<file path="config.mk">
export PLATFORM = sky130hd
export DESIGN_NAME = keypad_scanner_n
export DESIGN_NICKNAME = d
export VERILOG_FILES = /design/src/rtl/keypad_pkg.sv /design/src/rtl/keypad_col_scan.sv /design/src/rtl/keypad_scanner_n.sv
export SDC_FILE = /design/constraint.sdc
export NUM_CORES = 1
export LEC_CHECK = 0
export BUFFER_PORTS_ARGS = -buffer_cell sky130_fd_sc_hd__buf_4
export CORE_ASPECT_RATIO = 2
export CORE_UTILIZATION = 45
export DETAILED_ROUTE_END_ITERATION = 10
export GPL_TIMING_DRIVEN = 0
export SLEW_MARGIN = 20
export SYNTH_ARGS = -nofsm -noshare
export SYNTH_HDL_FRONTEND = slang
export SYNTH_SLANG_ARGS = --single-unit
</file>
<file path="constraint.sdc">
create_clock -name clk -period 4.5 [get_ports clk]
set_clock_uncertainty 0.1 [all_clocks]
set_input_delay 0.225 -clock clk [delete_from_list [all_inputs] [get_ports clk]]
set_output_delay 0.225 -clock clk [all_outputs]
set_load 0.1 [all_outputs]
</file>
<file path="src/rtl/keypad_pkg.sv">
// Shared definitions for the keypad scanner.
// Holds the default parameter values, the key-code width computation and
// small bit-vector helpers used by the debounce/event logic. All helpers work
// on a 64-bit zero-extended vector (ROWS*COLS never exceeds 64).
package keypad_pkg;

    localparam int DEF_ROWS     = 4;
    localparam int DEF_COLS     = 4;
    localparam int DEF_SCAN_DIV = 1000;
    localparam int DEF_DEBOUNCE = 4;

    // Width needed to index n items; never below 1 so a 1-item case still
    // yields a legal vector.
    function automatic int idx_width(input int n);
        return (n > 1) ? $clog2(n) : 1;
    endfunction

    // Key-code width: $clog2(ROWS*COLS), clamped to at least one bit.
    function automatic int keypad_kw(input int n_keys);
        return idx_width(n_keys);
    endfunction

    // Index of the lowest set bit (0 when the vector is empty).
    function automatic logic [5:0] lowest_set(input logic [63:0] v);
        logic [5:0] idx;
        idx = 6'd0;
        for (int i = 63; i >= 0; i--) begin
            idx = v[i] ? 6'(i) : idx;
        end
        return idx;
    endfunction

    // True when exactly one bit is set.
    function automatic logic single_bit(input logic [63:0] v);
        return (v != 64'd0) && ((v & (v - 64'd1)) == 64'd0);
    endfunction

    // True when two or more bits are set.
    function automatic logic at_least_two(input logic [63:0] v);
        return (v & (v - 64'd1)) != 64'd0;
    endfunction

endpackage

</file>
<file path="src/rtl/keypad_col_scan.sv">
// Column sequencer for the keypad scanner.
// Divides clk so each column is driven for SCAN_DIV cycles, walking columns
// 0..COLS-1 and wrapping.
// Ports:
//   clk, rst_n    - clock, asynchronous active-low reset
//   col_o         - one-hot column drive (registered)
//   slot_o        - index of the column currently driven
//   slot_end_o    - high on the last cycle of each slot (row sample point)
//   frame_end_o   - high on the last cycle of slot COLS-1
module keypad_col_scan
    import keypad_pkg::*;
#(
    parameter int COLS     = DEF_COLS,
    parameter int SCAN_DIV = DEF_SCAN_DIV
) (
    input  logic                        clk,
    input  logic                        rst_n,
    output logic [COLS-1:0]             col_o,
    output logic [idx_width(COLS)-1:0]  slot_o,
    output logic                        slot_end_o,
    output logic                        frame_end_o
);

    localparam int SW = idx_width(COLS);
    localparam int DW = idx_width(SCAN_DIV);

    logic [DW-1:0]   div_q,  div_d;
    logic [SW-1:0]   slot_q, slot_d;
    logic [COLS-1:0] col_q,  col_d;
    logic            slot_last_s;

    // Next-state for divider, slot index and column drive.
    always_comb begin
        slot_last_s = (div_q == DW'(SCAN_DIV - 1));
        div_d       = div_q;
        slot_d      = slot_q;
        if (slot_last_s) begin
            div_d = {DW{1'b0}};
            if (slot_q == SW'(COLS - 1)) begin
                slot_d = {SW{1'b0}};
            end else begin
                slot_d = slot_q + SW'(1);
            end
        end else begin
            div_d = div_q + DW'(1);
        end
        // Column drive is kept in step with the slot index so it comes
        // straight from a flop.
        col_d = COLS'(1'b1) << slot_d;
    end

    // Sequencer state; reset parks on column 0, cycle 0.
    always_ff @(posedge clk or negedge rst_n) begin
        if (!rst_n) begin
            div_q  <= {DW{1'b0}};
            slot_q <= {SW{1'b0}};
            col_q  <= COLS'(1'b1);
        end else begin
            div_q  <= div_d;
            slot_q <= slot_d;
            col_q  <= col_d;
        end
    end

    assign col_o       = col_q;
    assign slot_o      = slot_q;
    assign slot_end_o  = slot_last_s;
    assign frame_end_o = slot_last_s && (slot_q == SW'(COLS - 1));

endmodule

</file>
<file path="src/rtl/keypad_scanner_n.sv">
// Matrix keypad scanner with frame-based debounce and key events.
// Columns are driven one at a time; rows are sampled at the end of each slot
// into a raw frame. A frame that repeats for DEBOUNCE further frames is
// committed to key_map, and commits that change key_map raise events.
// Ports:
//   clk, rst_n   - clock, asynchronous active-low reset
//   row          - row sense inputs (already synchronised)
//   col          - one-hot column drive
//   key_map      - debounced key map, bit r*COLS+c
//   key_code     - lowest set index of key_map (held across release)
//   key_valid    - 1-cycle pulse when a commit yields exactly one new key
//   key_release  - 1-cycle pulse when a commit empties key_map
//   key_down     - level, key_map non-zero
//   multi        - level, two or more keys in key_map
module keypad_scanner_n
    import keypad_pkg::*;
#(
    parameter int ROWS     = DEF_ROWS,
    parameter int COLS     = DEF_COLS,
    parameter int SCAN_DIV = DEF_SCAN_DIV,
    parameter int DEBOUNCE = DEF_DEBOUNCE
) (
    input  logic                                clk,
    input  logic                                rst_n,
    input  logic [ROWS-1:0]                     row,
    output logic [COLS-1:0]                     col,
    output logic [ROWS*COLS-1:0]                key_map,
    output logic [keypad_kw(ROWS*COLS)-1:0]     key_code,
    output logic                                key_valid,
    output logic                                key_release,
    output logic                                key_down,
    output logic                                multi
);

    localparam int NK = ROWS * COLS;
    localparam int KW = keypad_kw(NK);
    localparam int SW = idx_width(COLS);
    localparam int CW = idx_width(DEBOUNCE + 1);

    logic [SW-1:0] slot_s;
    logic          slot_end_s;
    logic          frame_end_s;

    logic [NK-1:0] raw_q,   raw_d;
    logic [NK-1:0] prev_q,  prev_d;
    logic [CW-1:0] cnt_q,   cnt_d;
    logic [NK-1:0] map_q,   map_d;
    logic [KW-1:0] code_q,  code_d;
    logic          valid_q, valid_d;
    logic          rel_q,   rel_d;
    logic          down_q,  down_d;
    logic          multi_q, multi_d;
    logic [NK-1:0] frame_s;
    logic [63:0]   frame_wide_s;
    logic          commit_s;

    keypad_col_scan #(
        .COLS     (COLS),
        .SCAN_DIV (SCAN_DIV)
    ) u_col_scan (
        .clk         (clk),
        .rst_n       (rst_n),
        .col_o       (col),
        .slot_o      (slot_s),
        .slot_end_o  (slot_end_s),
        .frame_end_o (frame_end_s)
    );

    // Frame assembly, debounce counting and commit/event decode.
    always_comb begin
        // frame_s already includes the sample taken this cycle, so on the
        // frame-end cycle it is the complete frame.
        frame_s = raw_q;
        if (slot_end_s) begin
            for (int r = 0; r < ROWS; r++) begin
                frame_s[r*COLS + int'(slot_s)] = row[r];
            end
        end else begin
            frame_s = raw_q;
        end
        frame_wide_s = 64'(frame_s);

        raw_d    = frame_s;
        prev_d   = prev_q;
        cnt_d    = cnt_q;
        commit_s = 1'b0;
        if (frame_end_s) begin
            prev_d = frame_s;
            if (frame_s == prev_q) begin
                commit_s = (cnt_q == CW'(DEBOUNCE - 1));
                if (cnt_q != CW'(DEBOUNCE)) begin
                    cnt_d = cnt_q + CW'(1);
                end else begin
                    cnt_d = cnt_q;
                end
            end else begin
                cnt_d = {CW{1'b0}};
            end
        end else begin
            prev_d = prev_q;
        end

        map_d   = map_q;
        code_d  = code_q;
        down_d  = down_q;
        multi_d = multi_q;
        valid_d = 1'b0;
        rel_d   = 1'b0;
        // A commit identical to the current map is not an event.
        if (commit_s && (frame_s != map_q)) begin
            map_d   = frame_s;
            down_d  = (frame_s != {NK{1'b0}});
            multi_d = at_least_two(frame_wide_s);
            valid_d = single_bit(frame_wide_s);
            // frame_s differs from map_q here, so an empty frame means
            // map_q was non-empty.
            rel_d   = (frame_s == {NK{1'b0}});
            if (frame_s != {NK{1'b0}}) begin
                code_d = KW'(lowest_set(frame_wide_s));
            end else begin
                code_d = code_q;
            end
        end else begin
            map_d = map_q;
        end
    end

    // Frame/debounce state and registered outputs.
    always_ff @(posedge clk or negedge rst_n) begin
        if (!rst_n) begin
            raw_q   <= {NK{1'b0}};
            prev_q  <= {NK{1'b0}};
            cnt_q   <= {CW{1'b0}};
            map_q   <= {NK{1'b0}};
            code_q  <= {KW{1'b0}};
            valid_q <= 1'b0;
            rel_q   <= 1'b0;
            down_q  <= 1'b0;
            multi_q <= 1'b0;
        end else begin
            raw_q   <= raw_d;
            prev_q  <= prev_d;
            cnt_q   <= cnt_d;
            map_q   <= map_d;
            code_q  <= code_d;
            valid_q <= valid_d;
            rel_q   <= rel_d;
            down_q  <= down_d;
            multi_q <= multi_d;
        end
    end

    assign key_map     = map_q;
    assign key_code    = code_q;
    assign key_valid   = valid_q;
    assign key_release = rel_q;
    assign key_down    = down_q;
    assign multi       = multi_q;

endmodule

</file>
* Word-level counts from Yosys, hierarchy flattened *
Index checks and enable logic that the tools add are counted.

cells by class
  add/sub/neg operators = 7
  $mul = 0
  div/mod/pow operators = 0
  order comparisons = 8
  equality and inequality tests = 7
  shift-type cells = 1
  mux-type cells = 38
  bitwise operators = 1
  reduce and logical (&&, ||, !) cells = 13

operators by type and width
  operator                                                                             count
  16-bit by 64-bit bitwise AND with 64-bit output                                      1
  16-bit bitwise mux                                                                   4
  64-bit logical NOT                                                                   1
  4-bit two-way mux                                                                    16
  64-bit nonzero test                                                                  1
  16-bit by 1-bit subtractor with 17-bit output, second input constant                 1
  16-bit equality test                                                                 1
  16-bit logical NOT                                                                   1
  16-bit two-way mux                                                                   1
  16-bit inequality test                                                               1
  16-bit nonzero test                                                                  1
  1-bit demux with 4-bit select                                                        3
  10-bit by 1-bit adder with 10-bit output, second input constant                      1
  4-bit by 2-bit adder with 5-bit output, first input constant                         2
  10-bit equality test, second input constant                                          1
  5-bit by 1-bit greater-or-equal comparator with 1-bit output, second input constant  2
  5-bit < comparator, second input constant                                            2
  10-bit two-way mux                                                                   1
  1-bit two-way mux                                                                    8
  1-bit logical AND                                                                    7
  3-bit two-way mux                                                                    2
  2-bit by 5-bit < comparator with 1-bit output, second input constant                 1
  4-bit by 5-bit < comparator with 1-bit output, second input constant                 1
  3-bit by 2-bit adder with 4-bit output, first input constant                         1
  other kinds (12)                                                                     14

storage, ports and cells
  register bits after elaboration = 75
  latch bits = 0
  bits in writable memories = 0
  memory bits (read-only) = 0
  output and inout port bits = 28
  logic and storage cells = 87
  memories kept = 0

* Depth between registers and ports, before layout *
  word-level depth = 25
  depth in mapped cells = 12
  mapped depth without buffers = 11

* Cells and area by module *
From an unflattened synthesis, not the netlist that was laid out.

unflattened totals
  cell total of the unflattened synthesis = 480
  area total of the unflattened synthesis = 4576.9 sq um

by module, submodules not included
  module            instances  cells an instance  area an instance (sq um)  seq. area each (sq um)
  keypad_scanner_n  1          409                3797.4                    1476.4
  keypad_col_scan   1          71                 779.5                     401.6

* Worst setup path before layout *
OpenSTA, ideal clock, no wires.

  path kind = reg2reg
  from = register u_col_scan.div_q[0]
  to = register map_q[12] (netlist: key_map[12])
  library setup time = 0.126 ns
  arrival = 3.693 ns
  required time = 4.274 ns
  slack = 0.581 ns
  cell stages (with the launch flop) = 11
  buffers on the path = 1
  path through = dfrtp_1 > ha_1 > nand4b_4 > nor4_2 > mux2i_1 > o22ai_1 > or4_4 > nor4_4 > nand3_2 > buf_6 > mux2_4

between the ends
  cells in the longest elaborated chain, start to end = 6

ends and longest elaborated chain
  what                      RTL line                 RTL
  start: declaration        keypad_col_scan.sv:27    logic [DW-1:0] div_q, div_d;
  start signal: assignment  keypad_col_scan.sv:55    div_q <= {DW{1'b0}};
  start signal: assignment  keypad_col_scan.sv:59    div_q <= div_d;
  10-bit equality test (*)  keypad_col_scan.sv:34    slot_last_s = (div_q == DW'(SCAN_DIV - 1));
  16-bit two-way mux        keypad_scanner_n.sv:74   if (slot_end_s) begin
  16-bit equality test      keypad_scanner_n.sv:89   if (frame_s == prev_q) begin
  1-bit two-way mux         keypad_scanner_n.sv:89
  1-bit two-way mux         keypad_scanner_n.sv:87   if (frame_end_s) begin
  1-bit logical AND         keypad_scanner_n.sv:110  if (commit_s && (frame_s != map_q)) begin
  end signal: assignment    keypad_scanner_n.sv:134  map_q <= {NK{1'b0}};
  end signal: assignment    keypad_scanner_n.sv:144  map_q <= map_d;
  end: declaration          keypad_scanner_n.sv:47   logic [NK-1:0] map_q, map_d;

Every way passes the cells marked *; elsewhere a longest branch is shown, timed or not.
A chain may end at the register's enable or synchronous reset.

* Worst setup path in the final report *
  from = register u_col_scan.slot_q[0] (netlist: u_col_scan.slot_o[0])
  to = register map_q[12] (netlist: key_map[12])

between the ends
  cells in the longest elaborated chain, start to end = 13

ends and longest elaborated chain
  what                                                                                               RTL line                 RTL
  start: declaration                                                                                 keypad_col_scan.sv:28    logic [SW-1:0] slot_q, slot_d;
  start signal: assignment                                                                           keypad_col_scan.sv:56    slot_q <= {SW{1'b0}};
  start signal: assignment                                                                           keypad_col_scan.sv:60    slot_q <= slot_d;
  3-bit by 2-bit adder with 4-bit output, or another cell as far along                               keypad_scanner_n.sv:76   frame_s[r*COLS + int'(slot_s)] = row[r];
  4-bit by 5-bit < comparator with 1-bit output (implied by the code), or another cell as far along  keypad_scanner_n.sv:76
  1-bit logical AND (implied by the code) / 1-bit two-way mux (equally long branches)                keypad_scanner_n.sv:76
  1-bit two-way mux (implied by the code) / 1-bit demux with 2-bit select (equally long branches)    keypad_scanner_n.sv:76
  1-bit demux with 4-bit select / 16-bit bitwise mux (equally long branches)                         keypad_scanner_n.sv:76
  16-bit bitwise mux (3 in a row)                                                                    keypad_scanner_n.sv:76
  16-bit two-way mux                                                                                 keypad_scanner_n.sv:74
  16-bit equality test                                                                               keypad_scanner_n.sv:89
  1-bit two-way mux                                                                                  keypad_scanner_n.sv:89
  1-bit two-way mux                                                                                  keypad_scanner_n.sv:87
  1-bit logical AND                                                                                  keypad_scanner_n.sv:110

Parallel ways exist; a longest one is shown, timed or not.

==> flow_summary.html <==
<table>
<tr><th>Metric</th><th>Value</th></tr>
<tr><th colspan="2">Worst setup path</th></tr>
<tr><td>Worst Path Max Fanout</td><td>10</td></tr>
<tr><td>Crit Reg-Reg Endpoint</td><td>key_map[12]</td></tr>
<tr><td>CP Depth</td><td>11</td></tr>
<tr><td>Worst stage delay on the critical path</td><td>a little under 0.6 ns</td></tr>
<tr><td>Worst path slowest cell</td><td>sky130_fd_sc_hd__or4_4</td></tr>
<tr><td>Worst setup path start</td><td>u_col_scan.slot_o[0]</td></tr>
<tr><td>Worst endpoint data arrival time</td><td>~4.4 ns</td></tr>
<tr><td>Critical Setup Path Class</td><td>flip-flop to flip-flop</td></tr>
<tr><td>Critical path endpoint</td><td>key_map[12]</td></tr>
<tr><td>Cell chain of the critical path</td><td>ha_1 &gt; inv_1 &gt; or4_4 &gt; buf_2 &gt; nor4_1 &gt; o32ai_1 &gt; a2111oi_0 &gt; nand4_1 &gt; nand3_2 &gt; buf_6 &gt; mux2_4</td></tr>
<tr><td>Kind of cell with the highest combined delay on the critical path</td><td>simple AND/OR/NAND/NOR gates</td></tr>
<tr><td>Capturing element type of the critical path</td><td>flip-flop</td></tr>
<tr><td>Worst-case reg-to-reg path depth</td><td>11</td></tr>
<tr><td>Startpoint of the most critical register-to-register path</td><td>u_col_scan.slot_o[0]</td></tr>
<tr><td>Worst reg-to-reg setup slack</td><td>0.25 ns</td></tr>
<tr><td>Nature of the critical path startpoint</td><td>flip-flop</td></tr>
<tr><td>Required time of the critical path</td><td>around 4.6 ns</td></tr>
<tr><td>Sum of buffers and inverters on the critical path</td><td>3</td></tr>
<tr><th colspan="2">Clock network</th></tr>
<tr><td>Cts bufs inserted</td><td>9</td></tr>
<tr><td>Clk sink count</td><td>75</td></tr>
<tr><td>Clock tree from TritonCTS</td><td>done</td></tr>
<tr><td>CTS max path bufs</td><td>2</td></tr>
<tr><td>Insertion delay of the later-clocked pin in the worst-skew pair</td><td>0.34 ns</td></tr>
<tr><td>Clock root buffer</td><td>sky130_fd_sc_hd__clkbuf_16</td></tr>
<tr><td>H-tree levels</td><td>3</td></tr>
<tr><td>Worst-path clk slew</td><td>roughly 0.06 ns</td></tr>
<tr><th colspan="2">Final layout</th></tr>
<tr><td>Net total in the final layout</td><td>slightly below 500</td></tr>
<tr><td>Syn-to-layout area delta</td><td>18.2%</td></tr>
<tr><td>Share of final-layout standard cells stronger than drive strength 1</td><td>between 10% and 20%</td></tr>
<tr><td>Post-layout instance area</td><td>between 0.005 and 0.006 mm^2</td></tr>
<tr><td>Antenna diodes</td><td>0</td></tr>
<tr><th colspan="2">Outcome</th></tr>
<tr><td>Status</td><td>finished, violations left</td></tr>
<tr><td>Violations in the final reports</td><td>design-rule violations</td></tr>
<tr><th colspan="2">Pwr</th></tr>
<tr><td>Switching portion of total power</td><td>21.2%</td></tr>
<tr><td>Leakage Power</td><td>2.54 nW</td></tr>
<tr><td>Psw</td><td>313 uW</td></tr>
<tr><td>Maximum vdd ir drop</td><td>0.240 mV</td></tr>
<tr><td>Total power density per cell area</td><td>just under 300 mW/mm^2</td></tr>
<tr><td>Share of total power in sequential cells</td><td>45.9%</td></tr>
<tr><td>Cell-internal power</td><td>roughly 1.2 mW</td></tr>
<tr><td>Combinational share of power</td><td>3.7%</td></tr>
<tr><td>Share of power burned in the clock network</td><td>50.4%</td></tr>
<tr><th colspan="2">Global routing</th></tr>
<tr><td>Antenna violations before repair</td><td>0</td></tr>
<tr><td>Largest net degree at the start of global routing</td><td>76</td></tr>
<tr><td>Number of global-route vias before repair</td><td>3760</td></tr>
<tr><td>Global-route wire length before repair</td><td>20200 um</td></tr>
<tr><td>Overflow after GRT</td><td>0</td></tr>
<tr><td>Overall fraction of global-route tracks in use</td><td>27.4%</td></tr>
<tr><th colspan="2">Route</th></tr>
<tr><td>Detail-routed via count per cell</td><td>6.15</td></tr>
<tr><td>Iteration-0 DRC Markers</td><td>about 180</td></tr>
<tr><td>Routed Antenna Nets</td><td>0</td></tr>
<tr><td>DRC violations left</td><td>3</td></tr>
<tr><td>First drt pass iteration count</td><td>10</td></tr>
<tr><td>Overall via count from detail_route</td><td>3611</td></tr>
<tr><td>Average wire length per cell after detail routing</td><td>21.9 um</td></tr>
<tr><td>Drt total wl</td><td>between 10000 and 15000 um</td></tr>
<tr><th colspan="2">Logic synthesis</th></tr>
<tr><td>Top cell type's share of synthesized area</td><td>42.9%</td></tr>
<tr><td>Synthesized netlist net count</td><td>between 400 and 500</td></tr>
<tr><td>Proportion of synthesized flip-flops having asynchronous set or reset</td><td>100%</td></tr>
<tr><td>Post-synth cell types</td><td>64</td></tr>
<tr><td>Synth warnings</td><td>0</td></tr>
<tr><td>Per-instance average area after synthesis</td><td>10.1 um^2</td></tr>
<tr><td>FF+latch count, synth</td><td>75</td></tr>
<tr><td>Post-synth EDFFs</td><td>0</td></tr>
<tr><td>Most frequently used flop master after synthesis</td><td>sky130_fd_sc_hd__dfrtp_1</td></tr>
<tr><td>Dominant cell type by area after synthesis</td><td>sky130_fd_sc_hd__dfrtp_1</td></tr>
<tr><td>Ranking of synthesized cells by instance count</td><td>sky130_fd_sc_hd__dfrtp_1, sky130_fd_sc_hd__inv_1, sky130_fd_sc_hd__nand2_1</td></tr>
<tr><td>Share of the yosys chip area belonging to registers</td><td>43.5%</td></tr>
<tr><td>Post-Synthesis Cell Area</td><td>~0.0043 mm^2</td></tr>
<tr><td>Synthesized instance count</td><td>428</td></tr>
<tr><td>Main area contributors after synthesis</td><td>sky130_fd_sc_hd__dfrtp_1, sky130_fd_sc_hd__mux2i_1, sky130_fd_sc_hd__mux2_4</td></tr>
<tr><td>Most frequently used cell type in the post-synthesis netlist</td><td>sky130_fd_sc_hd__dfrtp_1</td></tr>
<tr><th colspan="2">STA</th></tr>
<tr><td>Final setup vio count</td><td>0</td></tr>
<tr><td>Number of slew-limit violations in the final report</td><td>0</td></tr>
<tr><td>Worst Tran Pin Value</td><td>0.966 ns</td></tr>
<tr><td>Fin crit period</td><td>4.25 ns</td></tr>
<tr><td>Relative slew slack</td><td>~36%</td></tr>
<tr><td>Number of hold violations in the final report</td><td>0</td></tr>
<tr><td>Worst hold slack</td><td>0.261 ns</td></tr>
<tr><td>Post-route fraction of the period consumed by the critical path</td><td>94.5%</td></tr>
<tr><td>Timing-limited maximum frequency</td><td>235 MHz</td></tr>
<tr><th colspan="2">Floorplanning</th></tr>
<tr><td>Die outline width</td><td>71.3 um</td></tr>
<tr><td>Effective utilization at floorplan</td><td>between 40 and 50%</td></tr>
<tr><td>Height of the die</td><td>141 um</td></tr>
<tr><td>Core ar.</td><td>about 0.0093 mm^2</td></tr>
<tr><td>Placement row count</td><td>50</td></tr>
<tr><td>Num ports</td><td>34</td></tr>
<tr><td>Die area</td><td>0.0100 mm^2</td></tr>
<tr><th colspan="2">Place</th></tr>
<tr><td>DPL Wire Length</td><td>9560 um</td></tr>
<tr><td>Number of port buffers</td><td>32</td></tr>
<tr><td>Placer Congestion</td><td>0.945</td></tr>
<tr><td>Post-place instance area</td><td>0.00470 mm^2</td></tr>
<tr><th colspan="2">Flow run</th></tr>
<tr><td>Number of violations of the max-capacitance limit</td><td>0</td></tr>
<tr><th colspan="2">Worst hold path</th></tr>
<tr><td>Worst min-delay path class</td><td>input port to flip-flop</td></tr>
</table>
-- stage by stage --
step | utilization [%] | std cells | total power [mW] | setup slack, ns | setup TNS [ns]
6_report | 54.8 | 587 | 1.48 | 0.246 | 0
5_1_grt | 54.8 | 587 | 1.52 | -0.00475 | -0.00843
4_1_cts | 54.1 | 581 | 1.49 | 0.0395 | 0
3_5_place_dp | 50.4 | 564 | 0.743 | -0.237 | -3.53
3_3_place_gp | 50.3 | 564 | 0.743 | -0.414 | -7.73
2_1_floorplan | - | 428 | 0.715 | 0.581 | 0
-- what timing repair did --
action | 4_1_cts | 5_1_grt
hold buffers | 1 | 0
buffers inserted | 0 | 6
gates cloned | 0 | 0
endpoints found under the setup margin | 22 | 21
endpoints found under the hold margin | 34 | 0
resized for setup | 5 | 5
pin swaps | 0 | 3
-- metal layers --
metal	up-vias	GRT usage (%)	wire length, um
met2	126	48.9	7000
met5	-	0	0
met4	0	19.1	835
li1	1639	-	-
met3	59	5.18	424
met1	1787	28.0	4570
-- cells by family after synthesis --
logic type                 synth area share [%]
and+or+nand+nor                            16.5
DFF                                        43.5
buffers and inverters                      5.45
muxes                                      12.1
AOI/OAI and AO/OA                          14.9
xor gates and xnor gates                   4.87
adders and majority gates                  2.78
-- sequential cells by signal, indices dropped and copies added, names as in the netlist, 2 cells and up --
name / flops
key_code: 4
key_map: 16
u_col_scan.slot_o: 2
u_col_scan.col_o: 4
cnt_q: 3
u_col_scan.div_q: 10
prev_q: 16
raw_q: 16
-- worst min-delay path by stage --
stage	depth (start not counted)	start	to
2_1_floorplan	0	rst_n	cnt_q[0]
3_3_place_gp	1	rst_n	prev_q[14]
3_5_place_dp	1	rst_n	prev_q[14]
4_1_cts	3	row[1]	prev_q[5]
5_1_grt	3	row[1]	key_map[5]
6_report	3	row[1]	prev_q[5]
-- layout make-up --
type                            instances  area [um^2]
Buffer                                 14         71.3
Clock buffer                           12          267
Clock inverter                          4         47.5
Fill cell                             854         4220
Inverter                               44          165
Multi-Input combinational cell        295         2250
Sequential cell                        75         1880
Tap cell                              104          130
Timing Repair Buffer                   39          295
-- worst reg2reg max path, delay by kind of cell, from the launching register on --
kind	cells	cell delay, ns
and+or+nand+nor	4	1.76
buffers and inverters	3	0.61
AOI/OAI and AO/OA	2	0.57
DFF	1	0.43
adders and majority gates	1	0.33
muxes	1	0.32
-- layout by cell type, fill, tap and decap left out, types with 4 or more instances in the layout --
cell type	n
sky130_fd_sc_hd__nor2_1	22
sky130_fd_sc_hd__o2111ai_1	5
sky130_fd_sc_hd__clkbuf_16	9
sky130_fd_sc_hd__a22o_1	4
sky130_fd_sc_hd__o22ai_1	10
sky130_fd_sc_hd__buf_4	38
sky130_fd_sc_hd__mux2_4	11
sky130_fd_sc_hd__a211oi_1	4
sky130_fd_sc_hd__o21ai_0	30
sky130_fd_sc_hd__o2bb2ai_1	4
sky130_fd_sc_hd__nor2b_1	13
sky130_fd_sc_hd__xor2_1	14
sky130_fd_sc_hd__nand3_1	9
sky130_fd_sc_hd__inv_1	42
sky130_fd_sc_hd__nand4_1	6
sky130_fd_sc_hd__dfrtp_1	74
sky130_fd_sc_hd__mux2i_2	5
sky130_fd_sc_hd__nor4_4	4
sky130_fd_sc_hd__xnor2_1	10
sky130_fd_sc_hd__ha_1	8
sky130_fd_sc_hd__clkbuf_1	8
sky130_fd_sc_hd__mux2i_1	24
sky130_fd_sc_hd__nor3_1	5
sky130_fd_sc_hd__nand2_1	32
sky130_fd_sc_hd__or3_1	4
sky130_fd_sc_hd__nor4_1	7
sky130_fd_sc_hd__a21oi_1	9
-- power groups by stage --
stage	clock network, mW	logic, mW	registers, mW
6_report	0.743	0.0547	0.678
5_1_grt	0.781	0.0607	0.678
4_1_cts	0.752	0.0554	0.678
3_5_place_dp	0	0.0538	0.690
3_3_place_gp	0	0.0531	0.690
2_1_floorplan	0	0.0256	0.689
Note: power is estimated with default switching activity, not from simulation.
